===== src/rtl/burst_ecc_seq_decoder_if.sv =====
// rtl/burst_ecc_seq_decoder_if.sv - codeword in / decoded result out handshake bundle
interface burst_ecc_seq_decoder_if #(
  parameter int N = 24,
  parameter int K = 16
);
  logic         in_valid;
  logic         in_ready;
  logic [N-1:0] in_cw;
  logic         corr_en;
  logic         out_valid;
  logic         out_ready;
  logic [K-1:0] out_msg;
  logic         out_corr;
  logic         out_uncorr;
  logic [15:0]  cnt_corr;
  logic [15:0]  cnt_uncorr;

  modport master (
    output in_valid, in_cw, corr_en, out_ready,
    input  in_ready, out_valid, out_msg, out_corr, out_uncorr, cnt_corr, cnt_uncorr
  );

  modport slave (
    input  in_valid, in_cw, corr_en, out_ready,
    output in_ready, out_valid, out_msg, out_corr, out_uncorr, cnt_corr, cnt_uncorr
  );
endinterface


===== src/rtl/burst_ecc_seq_decoder.sv =====
// rtl/burst_ecc_seq_decoder.sv - bit-serial error-trapping decoder for a shortened burst-correcting cyclic code
module burst_ecc_seq_decoder #(
  parameter int             N     = 24,
  parameter int             K     = 16,
  parameter int             B     = 3,
  parameter int             N_CYC = 35,
  parameter logic [N-K:0]   G     = 9'h16B
) (
  input  logic                  clk,
  input  logic                  rst_n,
  burst_ecc_seq_decoder_if.slave bus
);
  localparam int R  = N - K;
  localparam int CW = $clog2(N + 1);
  localparam int IW = $clog2(N_CYC + 1);
  localparam int PW = $clog2(N_CYC + B + 1);

  typedef enum logic [1:0] {IDLE, SYND, TRAP, DONE} state_t;

  state_t          state;
  logic [N-1:0]    cw_q;
  logic            ce_q;
  logic [R-1:0]    s_q;
  logic [CW-1:0]   bit_cnt;
  logic [IW-1:0]   i_q;
  logic            in_ready_q;
  logic            out_valid_q;
  logic [K-1:0]    msg_q;
  logic            corr_q;
  logic            uncorr_q;
  logic [15:0]     cnt_corr_q;
  logic [15:0]     cnt_uncorr_q;

  logic [CW-1:0]   bit_idx;
  logic            cur_bit;
  logic            trapped;
  logic            trap_bad;
  logic [N-1:0]    emask;
  logic [PW-1:0]   pos;
  logic            fin;
  logic            fin_corr;
  logic            fin_unc;
  logic [N-1:0]    fixed_cw;

  // One step of the divide-by-g(x) register: v*x + b, reduced mod g(x).
  function automatic logic [R-1:0] mulx(input logic [R-1:0] v, input logic b);
    return {v[R-2:0], b} ^ (v[R-1] ? G[R-1:0] : '0);
  endfunction

  assign bit_idx = CW'(N - 1) - bit_cnt;
  assign cur_bit = cw_q[bit_idx];
  assign trapped = (s_q[R-1:B] == '0);

  // Low bit j of the trapped register sits at codeword position (j - i) mod N_CYC.
  always_comb begin
    emask    = '0;
    trap_bad = 1'b0;
    pos      = '0;
    for (int j = 0; j < B; j++) begin
      pos = PW'(j + N_CYC) - PW'(i_q);
      if (pos >= PW'(N_CYC)) pos = pos - PW'(N_CYC);
      if (s_q[j]) begin
        if (pos >= PW'(N)) trap_bad = 1'b1;
        for (int k = 0; k < N; k++)
          if (pos == PW'(k)) emask[k] = 1'b1;
      end
    end
  end

  always_comb begin
    fin      = 1'b0;
    fin_corr = 1'b0;
    fin_unc  = 1'b0;
    case (state)
      SYND: if (bit_cnt == CW'(N)) begin
        if (s_q == '0) begin
          fin = 1'b1;
        end else if (!ce_q) begin
          fin     = 1'b1;
          fin_unc = 1'b1;
        end
      end
      TRAP: if (trapped) begin
        fin      = 1'b1;
        fin_corr = !trap_bad;
        fin_unc  = trap_bad;
      end else if (i_q == IW'(N_CYC - 1)) begin
        fin     = 1'b1;
        fin_unc = 1'b1;
      end
      default: ;
    endcase
    fixed_cw = fin_corr ? (cw_q ^ emask) : cw_q;
  end

  always_ff @(posedge clk or negedge rst_n) begin
    if (!rst_n) begin
      state        <= IDLE;
      cw_q         <= '0;
      ce_q         <= 1'b0;
      s_q          <= '0;
      bit_cnt      <= '0;
      i_q          <= '0;
      in_ready_q   <= 1'b1;
      out_valid_q  <= 1'b0;
      msg_q        <= '0;
      corr_q       <= 1'b0;
      uncorr_q     <= 1'b0;
      cnt_corr_q   <= '0;
      cnt_uncorr_q <= '0;
    end else begin
      case (state)
        IDLE: if (bus.in_valid && in_ready_q) begin
          cw_q       <= bus.in_cw;
          ce_q       <= bus.corr_en;
          s_q        <= '0;
          bit_cnt    <= '0;
          in_ready_q <= 1'b0;
          state      <= SYND;
        end
        SYND: if (bit_cnt != CW'(N)) begin
          s_q     <= mulx(s_q, cur_bit);
          bit_cnt <= bit_cnt + CW'(1);
        end else if (!fin) begin
          i_q   <= '0;
          state <= TRAP;
        end
        TRAP: if (!fin) begin
          s_q <= mulx(s_q, 1'b0);
          i_q <= i_q + IW'(1);
        end
        DONE: if (bus.out_ready) begin
          out_valid_q <= 1'b0;
          in_ready_q  <= 1'b1;
          state       <= IDLE;
        end
        default: state <= IDLE;
      endcase

      // Result and counters are captured once, on the transition into DONE.
      if (fin) begin
        state       <= DONE;
        out_valid_q <= 1'b1;
        cw_q        <= fixed_cw;
        msg_q       <= fixed_cw[N-1:R];
        corr_q      <= fin_corr;
        uncorr_q    <= fin_unc;
        if (fin_corr && cnt_corr_q != 16'hFFFF) cnt_corr_q <= cnt_corr_q + 16'd1;
        if (fin_unc && cnt_uncorr_q != 16'hFFFF) cnt_uncorr_q <= cnt_uncorr_q + 16'd1;
      end
    end
  end

  assign bus.in_ready   = in_ready_q;
  assign bus.out_valid  = out_valid_q;
  assign bus.out_msg    = msg_q;
  assign bus.out_corr   = corr_q;
  assign bus.out_uncorr = uncorr_q;
  assign bus.cnt_corr   = cnt_corr_q;
  assign bus.cnt_uncorr = cnt_uncorr_q;
endmodule


===== src/flat_wrapper.sv =====
// flat-port wrapper written by rule: the top's interface ports become plain ports
module burst_ecc_seq_decoder_flat 
#(
  parameter int             N     = 24,
  parameter int             K     = 16,
  parameter int             B     = 3,
  parameter int             N_CYC = 35,
  parameter logic [N-K:0]   G     = 9'h16B
)
  (clk, rst_n, bus_in_valid, bus_in_cw, bus_corr_en, bus_out_ready, bus_in_ready, bus_out_valid, bus_out_msg, bus_out_corr, bus_out_uncorr, bus_cnt_corr, bus_cnt_uncorr);
  burst_ecc_seq_decoder_if #(.N(N), .K(K)) bus_i ();
  input  logic clk;
  input  logic rst_n;
  input wire logic [$bits(bus_i.in_valid)-1:0] bus_in_valid;
  input wire logic [$bits(bus_i.in_cw)-1:0] bus_in_cw;
  input wire logic [$bits(bus_i.corr_en)-1:0] bus_corr_en;
  input wire logic [$bits(bus_i.out_ready)-1:0] bus_out_ready;
  output wire logic [$bits(bus_i.in_ready)-1:0] bus_in_ready;
  output wire logic [$bits(bus_i.out_valid)-1:0] bus_out_valid;
  output wire logic [$bits(bus_i.out_msg)-1:0] bus_out_msg;
  output wire logic [$bits(bus_i.out_corr)-1:0] bus_out_corr;
  output wire logic [$bits(bus_i.out_uncorr)-1:0] bus_out_uncorr;
  output wire logic [$bits(bus_i.cnt_corr)-1:0] bus_cnt_corr;
  output wire logic [$bits(bus_i.cnt_uncorr)-1:0] bus_cnt_uncorr;
  assign bus_i.in_valid = bus_in_valid;
  assign bus_i.in_cw = bus_in_cw;
  assign bus_i.corr_en = bus_corr_en;
  assign bus_i.out_ready = bus_out_ready;
  assign bus_in_ready = bus_i.in_ready;
  assign bus_out_valid = bus_i.out_valid;
  assign bus_out_msg = bus_i.out_msg;
  assign bus_out_corr = bus_i.out_corr;
  assign bus_out_uncorr = bus_i.out_uncorr;
  assign bus_cnt_corr = bus_i.cnt_corr;
  assign bus_cnt_uncorr = bus_i.cnt_uncorr;
  burst_ecc_seq_decoder #(.N(N), .K(K), .B(B), .N_CYC(N_CYC), .G(G)) u_core (.clk(clk), .rst_n(rst_n), .bus(bus_i));
endmodule

===== config.mk =====
export PLATFORM = sky130hd
export DESIGN_NAME = burst_ecc_seq_decoder_flat
export DESIGN_NICKNAME = d
export VERILOG_FILES = /design/src/rtl/burst_ecc_seq_decoder_if.sv /design/src/rtl/burst_ecc_seq_decoder.sv /design/src/flat_wrapper.sv
export SDC_FILE = /design/constraint.sdc
export NUM_CORES = 1
export LEC_CHECK = 0
export CAP_MARGIN = 20
export CORE_MARGIN = 3
export CORE_UTILIZATION = 50
export DETAILED_ROUTE_END_ITERATION = 8
export PLACE_DENSITY = 0.75
export SETUP_SLACK_MARGIN = 0.05
export SYNTH_ARGS = -nofsm -noshare
export SYNTH_HDL_FRONTEND = slang
export SYNTH_SLANG_ARGS = --single-unit

===== constraint.sdc =====
create_clock -name clk -period 3.25 [get_ports clk]
set_input_delay 0.8125 -clock clk [delete_from_list [all_inputs] [get_ports clk]]
set_output_delay 0.8125 -clock clk [all_outputs]
set_load 0.005 [all_outputs]

==> impl_metrics.py <==
metrics = {
    "run_status": {
        "status": "complete, no violations",
    },
    "logic_synthesis": {
        "async_flop_share_pct": 100,
        "yosys.area_share.adder_pct": 3.48,
        "post-synth-top-area-fraction_pct": 32.2,
        "synth_edf_count": 0,
        "yosys-top-cells-area": "dfrtp_1 32%, nand2_1 5.9%, xnor2_1 3.7%, ha_1 3.5%, nand3_1 2.7%",
        "ys.flop_type": "dfrtp_1",
        "syn-num-nets": 920,
        "synth_xor_xnor_area_share_pct": 6.02,
        "synth_warnings": 0,
        "syn_inst": 870,
        "ys_ff_latch": 98,
        "syn_area_mm2": 0.00754,
        "muxShareOfSynthArea_pct": 5.16,
        "synth_compound_area_share_pct": 20.7,
        "synth-simple-area-share_pct": 27.5,
        "syn-mean-instance-area_um2": 8.67,
        "yosysSeqAreaShare_pct": 32.5,
        "synth.distinct_cells": 95,
        "synth_area_leader_cell": "dfrtp_1",
        "synth_top_family_by_area": "simple AND/OR/NAND/NOR gates",
    },
    "floorplan": {
        "start_util_pct": 51.5,
        "rows": 44,
        "die_y_um": 129,
        "core_area_mm2": 0.0146,
        "ioPinCount": 81,
        "die_w_um": 129,
        "dieArea_mm2": 0.0166,
    },
    "finish": {
        "final.fill_count": 1172,
        "drive_gt1_share_pct": 22.5,
        "area_growth_pct": 29.9,
        "seq_area_mm2": 0.00246,
        "multi_input_area_mm2": 0.00511,
        "antennaDiodeCount": 0,
        "nNetsFinal": 1052,
        "fin_area_mm2": 0.00980,
    },
    "flow_run": {
        "maxCapViolations": 0,
    },
    "setup_path": {
        "r2r_slack_ns": 0.13,
        "required_ns": 3.52,
        "crit_path_end_kind": "flop",
        "r2r_cells": 12,
        "critPathMaxStageDelay_ns": 0.43,
        "path_delay_family": "simple AND/OR/NAND/NOR gates",
        "crit_path_cell_trace": "inv_1, ha_2, buf_4, nor2_1, o21ai_2, buf_4, and2_2, o22ai_4, or3_4, o221a_2, or3_1, a31oi_1",
        "worstSetupStartpointType": "flop",
        "crit_path_start": "u_core.i_q[1]",
        "crit_slowest_cell": "or3_4",
        "path_common_cell": "buf_4",
        "crit_buf_inv": 3,
        "cp.arrival_ns": 3.39,
        "worstSetupPathType": "reg2reg",
        "r2r-end": "u_core.cw_q[10]",
        "worstReg2RegStart": "u_core.i_q[1]",
        "crit_fanout": 6,
    },
    "global_route": {
        "grt_overflow": 0,
        "grt_pass1_wl_mm": 36.9,
        "grt_usage_pct": 27.8,
        "antenna_found_initial": 0,
        "grt_max_degree": 44,
        "first_global_vias": 7184,
    },
    "route": {
        "drtIter0Drc": 720,
        "via_count": 7652,
        "vias_per_cell": 6.42,
        "routedWlPerCell_um": 19.7,
        "drc": 0,
        "wl_mm": 23.4,
        "drtAntennaViolNets": 0,
        "drtPass1Iterations": 7,
    },
    "timing": {
        "min_period_ns": 3.12,
        "max_freq_ghz": 0.321,
        "fin_skew_ns": 0.00849,
        "hold_ws_ns": 0.459,
        "setup_viol": 0,
        "rsz0062_at_grt": "true",
        "period_share_pct": 95.9,
        "worst_pin_slew_ns": 0.599,
        "slew_headroom_pct": 59.8,
        "slew_violations": 0,
        "hold_viol": 0,
    },
    "place": {
        "place_congestion": 0.997,
        "hpwl_mm": 16.9,
        "io_buffers": 80,
        "placed_cell_area_mm2": 0.00906,
    },
    "pwr": {
        "ir_worst_vdd_mv": 0.419,
        "leakagePower_nw": 3.97,
        "powerDensity_mw_per_mm2": 767,
    },
    "clock_tree": {
        "cts_buffer_depth": 2,
        "clk_latency_ns": 0.36,
        "htree_levels": 3,
        "tritoncts": "yes",
        "cts_buffers": 9,
        "clk_pin_slew_worst_paths_ns": 0.07,
        "ctsRootBufferMaster": "clkbuf_16",
        "clkSinkCount": 98,
    },
    "hold_path": {
        "holdCritPathClass": "in2async",
    },
}
-- area by class of cell --
type	count	share of cell area [%]
Clock buffer	10	2.34
Clock inverter	6	0.754
Inverter	22	0.843
Multi-Input combinational cell	695	52.2
Sequential cell	98	25.1
Tap cell	184	2.35
Timing Repair Buffer	176	16.4
-- Yosys cell counts, types with 8 or more instances --
library cell    n
nand3_1        41
dfrtp_1        97
a221o_1         8
xnor2_1        32
clkbuf_1       26
inv_1          20
a31oi_1         9
a21oi_1        21
nor3_1         36
buf_2          20
nor4_1         23
nor3b_1        12
xor2_1         18
nand4_1        24
o31ai_1         9
o221ai_1       14
mux2i_1        13
and3_1         23
nand2_1       119
ha_1           21
mux2_2          8
o211ai_1       10
nor2_1         52
o21ai_0        25
-- per-layer routing --
| metal | global-route usage [%] | up-vias | share of wire [%] |
|---|---|---|---|
| met5 | 0 | - | 0 |
| met4 | 11.0 | 0 | 3.7 |
| met3 | 5.06 | 76 | 7.4 |
| met2 | 43.5 | 351 | 46 |
| met1 | 38.3 | 3678 | 43 |
| li1 | - | 3547 | - |
-- how the worst max path moves through the flow --
stage                            to  slack (ns)  cells after the start
floorplan            u_core.cw_q[9]        0.06                     13
global placement     u_core.cw_q[2]       -0.07                     10
detailed placement   u_core.cw_q[2]       -0.09                     10
CTS                  u_core.cw_q[5]        0.05                     11
global route        u_core.cw_q[12]       -0.05                     10
finish              u_core.cw_q[10]        0.13                     12
-- cell families (layout without fill, tap and decap cells) --
| logic type | after synthesis | after routing |
|---|---|---|
| AO/OA/AOI/OAI | 200 | 200 |
| XOR/XNOR | 51 | 51 |
| adder cells (fa/ha/maj) | 21 | 21 |
| buffers and inverters | 77 | 214 |
| flip-flops | 98 | 98 |
| multiplexers | 29 | 29 |
| AND/OR/NAND/NOR | 394 | 394 |
-- placed cells by master, fill, tap and decap left out, drive strengths merged, types with 18 or more instances in the layout --
cell	instances
and3	23
nand3	42
dfrtp	97
nor2	54
nand2	120
buf	97
a21oi	24
nand4	24
inv	24
nor3	36
o21ai	33
xnor2	33
nor4	24
clkdlybuf4s50	79
xor2	18
ha	21
-- power breakdown --
part / internal (mW) / total (mW) / switching, mW
logic: 1.96 / 4.47 / 2.52
clock network: 0.607 / 1.12 / 0.511
registers: 1.58 / 1.92 / 0.342
-- registers in the layout, indices dropped and copies added (netlist names), 2 cells and up --
signal                 cells
u_core.i_q                 6
u_core.cw_q               24
u_core.bus.cnt_uncorr     16
u_core.bus.cnt_corr       16
u_core.bit_cnt             5
u_core.state               2
u_core.s_q                 8
u_core.bus.out_msg        16
-- repair_timing --
item,in CTS,in global routing
pin swaps,1,10
setup endpoints to repair,13,69
hold buffers,0,0
setup buffers,0,8
gates resized for setup,4,71
cloned,0,0
-- metrics by stage --
stage / TNS, ns / power (mW) / worst slack, ns / util [%] / instances
6_report: 0 / 7.51 / 0.135 / 66.9 / 1191
5_1_grt: -0.0600 / 7.97 / -0.0450 / 66.9 / 1191
4_1_cts: 0 / 7.08 / 0.0525 / 64.1 / 1183
3_5_place_dp: -0.129 / 5.92 / -0.0850 / 61.9 / 1167
3_3_place_gp: -0.0699 / 5.86 / -0.0699 / 61.9 / 1167
2_1_floorplan: 0 / 4.39 / 0.0565 / - / 870
Note: power is estimated with default switching activity, not from simulation.
==> patch 1, RTL diff (same settings) <==
`G` is set to 9'h16B in 2 places; all go to 9'h110.
--- a/src/rtl/burst_ecc_seq_decoder.sv
+++ b/src/rtl/burst_ecc_seq_decoder.sv
@@ -5,5 +5,5 @@
   parameter int             B     = 3,
   parameter int             N_CYC = 35,
-  parameter logic [N-K:0]   G     = 9'h16B
+  parameter logic [N-K:0]   G     = 9'h110
 ) (
   input  logic                  clk,
--- a/src/flat_wrapper.sv
+++ b/src/flat_wrapper.sv
@@ -6,5 +6,5 @@
   parameter int             B     = 3,
   parameter int             N_CYC = 35,
-  parameter logic [N-K:0]   G     = 9'h16B
+  parameter logic [N-K:0]   G     = 9'h110
 )
   (clk, rst_n, bus_in_valid, bus_in_cw, bus_corr_en, bus_out_ready, bus_in_ready, bus_out_valid, bus_out_msg, bus_out_corr, bus_out_uncorr, bus_cnt_corr, bus_cnt_uncorr);
Check against the original RTL: same outputs for any inputs over 10 cycles, from zero or initial values and one cycle with rst_n low; that may be too few to reach the edited logic, so the function may still have changed.
==> patch 1 against the original RTL <==
Sequential power down 6%; clock skew grew 0.00096 ns; total power is 0.90% lower; fmax shrank 1.8%; worst setup slack worse by 0.058 ns; critical endpoint is now u_core.bus.cnt_uncorr[0]; first-iteration DRC count shrank 8.2%; area after synthesis is 7.4% lower; cell area shrank 3.7%; sequential cell count did not move; largest power group unchanged; worst hold slack better by 0.0021 ns; routed wire length down 3.9%.
==> patch 1: results (changes against the original RTL) <==
Global route
  – First-pass GRT wire length: 35.62 mm (was 36.91 mm)
  – Largest net degree at the start of global routing: 55 (was 44)
  – Vias in the first global route: 6856 (was 7184)
  – GRT Total Usage: 28.07% (was 27.82%)

Final layout
  – Non-CTS buffers: 178 (was 176)
  – Multi-input logic cell count: 623 (was 695)
  – Clkbuf count: 9 (was 10)
  – Layout cells sized above 1: 23.97% (was 22.54%)
  – Fillers: 1050 (was 1172)
  – Area of the multi-input gates: 4692 um2 (was 5112 um2)
  – Fraction of area in clock buffers and inverters: 3.171% (was 3.091%)
  – Invs w/o clock: 33 (was 22)
  – Signal buf overhead: 17.35% (was 16.44%)
  – Fraction of area in registers: 26.07% (was 25.10%)
  – Fin nets: 993 (was 1052)
  – Core Util, Final: 70.10% (was 66.90%)

Clock network
  – Root buffer cell: clkbuf_16 (unchanged)
  – TritonCTS Buffers: 9 (unchanged)

Placement
  – RePlAce Congestion: 0.8995 (was 0.9971)
  – Post-DP Area: 8571 um2 (was 9065 um2)
  – Dpl ws: -0.06137 ns (was -0.08501 ns)
  – Detail Placement HPWL: 16.07 mm (was 16.93 mm)
  – Placed Cells: 1098 (was 1167)

Setup path
  – Worst setup startpoint: u_core.i_q[1] (unchanged)
  – FF-to-FF Start: u_core.i_q[1] (unchanged)
  – Slowest CP cell: or4_4 (was or3_4)
  – Critical path peak fanout: 8 (was 6)
  – Slowest stage delay, CP: 0.59 ns (was 0.43 ns)
  – Critical Path AT: 3.41 ns (was 3.39 ns)
  – Family with the most delay on the worst path: compound AO/OA/AOI/OAI gates (was simple AND/OR/NAND/NOR gates)

Power and ir drop
  – Overall power: 0.007445 W (was 0.007513 W)
  – Logic power comb: 0.00452 W (was 0.00447 W)
  – Switching share of power: 45.01% (was 44.86%)
  – P_leak: 3.792 nW (was 3.974 nW)

Drt
  – Via density: 6.197 (was 6.425)
  – DRT Pass-1 Iters: 5 (was 7)
  – Drt wl/cell: 20.04 um (was 19.66 um)
  – Total number of vias: 6959 (was 7652)

Logic synthesis
  – Sequential fraction of the synthesis area: 35.11% (was 32.52%)
  – Area contributors post-synth: dfrtp_1 35%, xnor2_1 4.4%, nand2_1 4.3% (was dfrtp_1 32%, nand2_1 5.9%, xnor2_1 3.7%)
  – Post-synth top cells: 97 x dfrtp_1, 80 x nand2_1, 49 x nand3_1, 49 x nor2_1, 35 x xnor2_1 (was 119 x nand2_1, 97 x dfrtp_1, 52 x nor2_1, 41 x nand3_1, 36 x nor3_1)
  – Yosys warns: 0 (unchanged)
  – Area fraction of the dominant cell type after synthesis: 34.73% (was 32.17%)
  – Gate Count Post-Synth: 800 (was 870)
  – Ys flop type: dfrtp_1 (unchanged)
  – Syn nets: 850 (was 920)
  – Cell variety after synth: 82 (was 95)

Timing
  – Relative slew slack: 23.87% (was 59.80%)
  – Worst Clk Skew: 0.009455 ns (was 0.008491 ns)

Floorplan
  – Core box area: 13450 um2 (was 14640 um2)

Run status
  – Status: finished, final reports clean (unchanged)
[patch 1: cell types whose count changed in the layout (fill, tap and decap cells not counted), sizes merged, moves of 9 or more]
cell / before / now
nor4: 24 / 15
o221ai: 14 / 3
or3: 6 / 16
a21oi: 24 / 35
inv: 24 / 35
nor3b: 12 / 3
nand2: 120 / 80
o21ai: 33 / 43
nand4: 24 / 15
[patch 1: worst paths after layout]
check / endpoint / depth (start not counted) / slack [ns]
max in group asynchronous: u_core.bus.in_ready / 2 / 2.02
setup reg to reg: u_core.bus.cnt_uncorr[0] / 12 / 0.08
min in group clk: u_core.bus.out_msg[13] / 1 / 0.48
hold / removal: u_core.bus.out_msg[5] / 1 / 0.46
setup / recovery: u_core.bus.cnt_uncorr[0] / 12 / 0.08
hold reg to reg: u_core.bus.out_msg[13] / 1 / 0.48
[patch 1: routing by layer]
metal	routed length (um)	global-route usage [%]	share of wire [%]	vias to the layer above
met5	0	0	0	-
met4	605	8.769	2.7	0
met3	1358	5.069	6.0	50
met2	10840	45.96	48	247
met1	9699	37.94	43	3426
li1	-	-	-	3236
[patch 1: cell families after synthesis]
kind of cell | Yosys count | synth area share, %
buffers and inverters | 80 | 4.762
AOI/OAI and AO/OA | 196 | 20.14
xor gates and xnor gates | 60 | 7.519
and+or+nand+nor | 326 | 24.67
adders and majority gates | 21 | 3.759
DFF | 98 | 35.11
muxes | 19 | 4.046
[patch 1: repair_timing]
action / in CTS / in global routing
hold endpoints to repair: 0 / 0
setup buffers: 2 / 5
resized for setup: 11 / 73
endpoints found under the setup margin: 50 / 81
pin swaps: 3 / 22
cloned: 0 / 3
==> patch 2, RTL diff (config.mk and constraints unchanged) <==
Made on the original files. Reset style: synchronous (`rst_n`), changed in one clocked block.
--- a/src/rtl/burst_ecc_seq_decoder.sv
+++ b/src/rtl/burst_ecc_seq_decoder.sv
@@ -94,5 +94,5 @@
   end
 
-  always_ff @(posedge clk or negedge rst_n) begin
+  always_ff @(posedge clk) begin
     if (!rst_n) begin
       state        <= IDLE;
Formal check against the unedited RTL: differs if rst_n is asserted again (counterexample within 4 cycles, from zero or initial values and one cycle with rst_n low); with rst_n held inactive, the same outputs for 10 cycles.
==> patch 2 against the original RTL <==
Worst setup slack gained 0.033 ns; synthesized cell count increased by 15%; cell area is 1.4% lower; area after synthesis grew 3.9%; routed wire length increased by 3.4%; sequential cell count unchanged; first-iteration DRC count rose by 29%; global-route usage down 0.77 points; via count grew 9.9%.
Power is not compared: it rests on default switching activity, and its combinational part moved more than twofold at a synthesized area within 25%.
==> patch 2: results (changes against the original RTL) <==
Run status
  – Status: finished, final reports clean (unchanged)

Hold path
  – Worst Hold End: u_core.bus.out_valid
  – Hold crit path type: reg2reg (was in2async)
  – Hold path start: u_core.bus.out_valid
  – Hold Path Cell Cnt: 2

Drt
  – DRT iter0 DRCs: 926 (was 720)
  – DRT Pass-1 Iters: 5 (was 7)
  – Drt total wl: 24.20 mm (was 23.41 mm)
  – Via density: 6.362 (was 6.425)
  – Antenna-violating nets left: 0 (unchanged)

Final layout
  – Fin nets: 1156 (was 1052)
  – Most flops, register: u_core.cw_q (unchanged)
  – Max reg flops: 24 (unchanged)
  – Antenna diode instance count: 0 (unchanged)
  – Layout cells sized above 1: 17.01% (was 22.54%)

Placement
  – Detail Placement HPWL: 17.82 mm (was 16.93 mm)
  – Dpl ws: 0.02949 ns (was -0.08501 ns)
  – Post-DP Area: 9150 um2 (was 9065 um2)
  – RePlAce Congestion: 1.017 (was 0.9971)

Setup path
  – Reg2Reg Capture Point: u_core.bus.out_msg[6] (was u_core.cw_q[10])
  – Slowest stage delay, CP: 0.40 ns (was 0.43 ns)
  – Worst reg2reg path depth: 13 (was 12)
  – Critical Path AT: 3.37 ns (was 3.39 ns)
  – Critical path peak fanout: 10 (was 6)
  – Family with the most delay on the worst path: simple AND/OR/NAND/NOR gates (unchanged)
  – FF-to-FF Start: u_core.i_q[1] (unchanged)
  – Slowest CP cell: or3_4 (unchanged)
  – R2R Setup Slk: 0.17 ns (was 0.13 ns)

Clock network
  – Root buffer cell: clkbuf_16 (unchanged)
  – TritonCTS Buffers: 9 (unchanged)
  – CTS max path bufs: 2 (unchanged)
  – Worst-path clk slew: 0.07 ns (about the same)
  – Worst-skew pair later-pin latency: 0.36 ns (about the same)

Global route
  – Vias in the first global route: 7655 (was 7184)
  – First-pass GRT wire length: 39.25 mm (was 36.91 mm)
  – Global-route met1 utilization: 36.92% (was 38.32%)
  – GR Layer Usage met2: 42.68% (was 43.51%)
  – Grt met3 use: 4.977% (was 5.064%)
  – Largest net degree at the start of global routing: 68 (was 44)
  – GRT Total Usage: 27.05% (was 27.82%)

Timing
  – Relative slew slack: 50.05% (was 59.80%)
  – Worst Clk Skew: 0.006506 ns (was 0.008491 ns)

Logic synthesis
  – Cell variety after synth: 103 (was 95)
  – Async set-reset flop share out of synthesis: 0% (was 100.0%)
  – Area contributors post-synth: dfxtp_1 25%, nand2_1 4.5%, o21ai_0 4.3% (was dfrtp_1 32%, nand2_1 5.9%, xnor2_1 3.7%)
  – Syn nets: 1050 (was 920)
  – Sequential fraction of the synthesis area: 25.02% (was 32.52%)
  – Post-synth top cells: 98 x dfxtp_1, 93 x nand2_1, 76 x nor2_1, 67 x o21ai_0, 51 x a21oi_1 (was 119 x nand2_1, 97 x dfrtp_1, 52 x nor2_1, 41 x nand3_1, 36 x nor3_1)
  – Post-Syn Area: 7841 um2 (was 7545 um2)

Power and ir drop
  – VDD IR max: 306.7 uV
  – P_leak: 3.341 nW
patch 2: cell types whose count changed after synthesis, moves of 26 or more:
cell / change
dfxtp_1: +98
dfrtp_1: -97
o21ai_0: +42
a21oi_1: +30
nand2_1: -26
xnor2_1: -26
patch 2: cells by family (layout without fill, tap and decap cells):
| family | after synthesis | in the layout | synth area share [%] |
|---|---|---|---|
| AND/OR/NAND/NOR | 414 | 414 | 28.29 |
| AO/OA/AOI/OAI | 327 | 327 | 30.70 |
| adder cells (fa/ha/maj) | 21 | 21 | 3.351 |
| flip-flops | 98 | 98 | 25.02 |
| buffers and inverters | 92 | 203 | 5.282 |
| multiplexers | 35 | 35 | 5.665 |
| XOR/XNOR | 13 | 13 | 1.691 |
patch 2: layer usage:
layer	routed length [um]	part of all wire (%)	up-vias
li1	-	-	4000
met1	10750	44	3967
met2	10880	45	380
met3	1800	7.4	64
met4	769	3.2	0
met5	0	0	-
patch 2: what timing repair did:
action                                  CTS  global route
hold endpoints to repair                  0             0
hold buffers                              0             0
endpoints found under the setup margin    7            67
resized for setup                         5            42
cloned                                    0             0
buffers inserted                          0             6
pin swaps                                 0             7
patch 2: worst min-delay path: stages (launching register included):
cell     delay [ns]
dfxtp_1        0.32
nand2_1        0.05
a21oi_1        0.05
patch 2: per-stage QoR:
stage	instances	hold WS, ns
global route	1322	0.4934
CTS	1316	0.4635
floorplan	1000	0.4458
detailed placement	1300	0.4501
finish	1322	0.4593
global placement	1300	0.4500
patch 2: where the power goes:
part	switching [W]	total (W)	internal (W)
logic	0.000225	0.000404	0.000179
clock network	0.000532	0.00106	0.000533
registers	0.0000543	0.00130	0.00125
total	0.000811	0.00277	0.00196
patch 2: how the worst max path moves through the flow:
stage                  start  slack, ns                  endpoint
3_5_place_dp   u_core.i_q[2]       0.03  u_core.bus.cnt_uncorr[2]
2_1_floorplan  u_core.i_q[0]       0.07     u_core.bus.out_msg[9]
3_3_place_gp   u_core.i_q[1]       0.11     u_core.bus.out_msg[0]
6_report       u_core.i_q[1]       0.17     u_core.bus.out_msg[6]
5_1_grt        u_core.i_q[1]       0.01     u_core.bus.out_msg[9]
4_1_cts        u_core.i_q[1]       0.04     u_core.bus.out_msg[6]
patch 2: cell type report:
| class | instances | area, um2 |
|---|---|---|
| Multi-Input combinational cell | 810 | 5640 |
| Fill cell | 1380 | 5597 |
| Sequential cell | 98 | 1964 |
| Timing Repair Buffer | 155 | 1384 |
| Tap cell | 211 | 264.0 |
| Clock buffer | 9 | 225.2 |
| Inverter | 32 | 122.6 |
| Clock inverter | 7 | 61.31 |
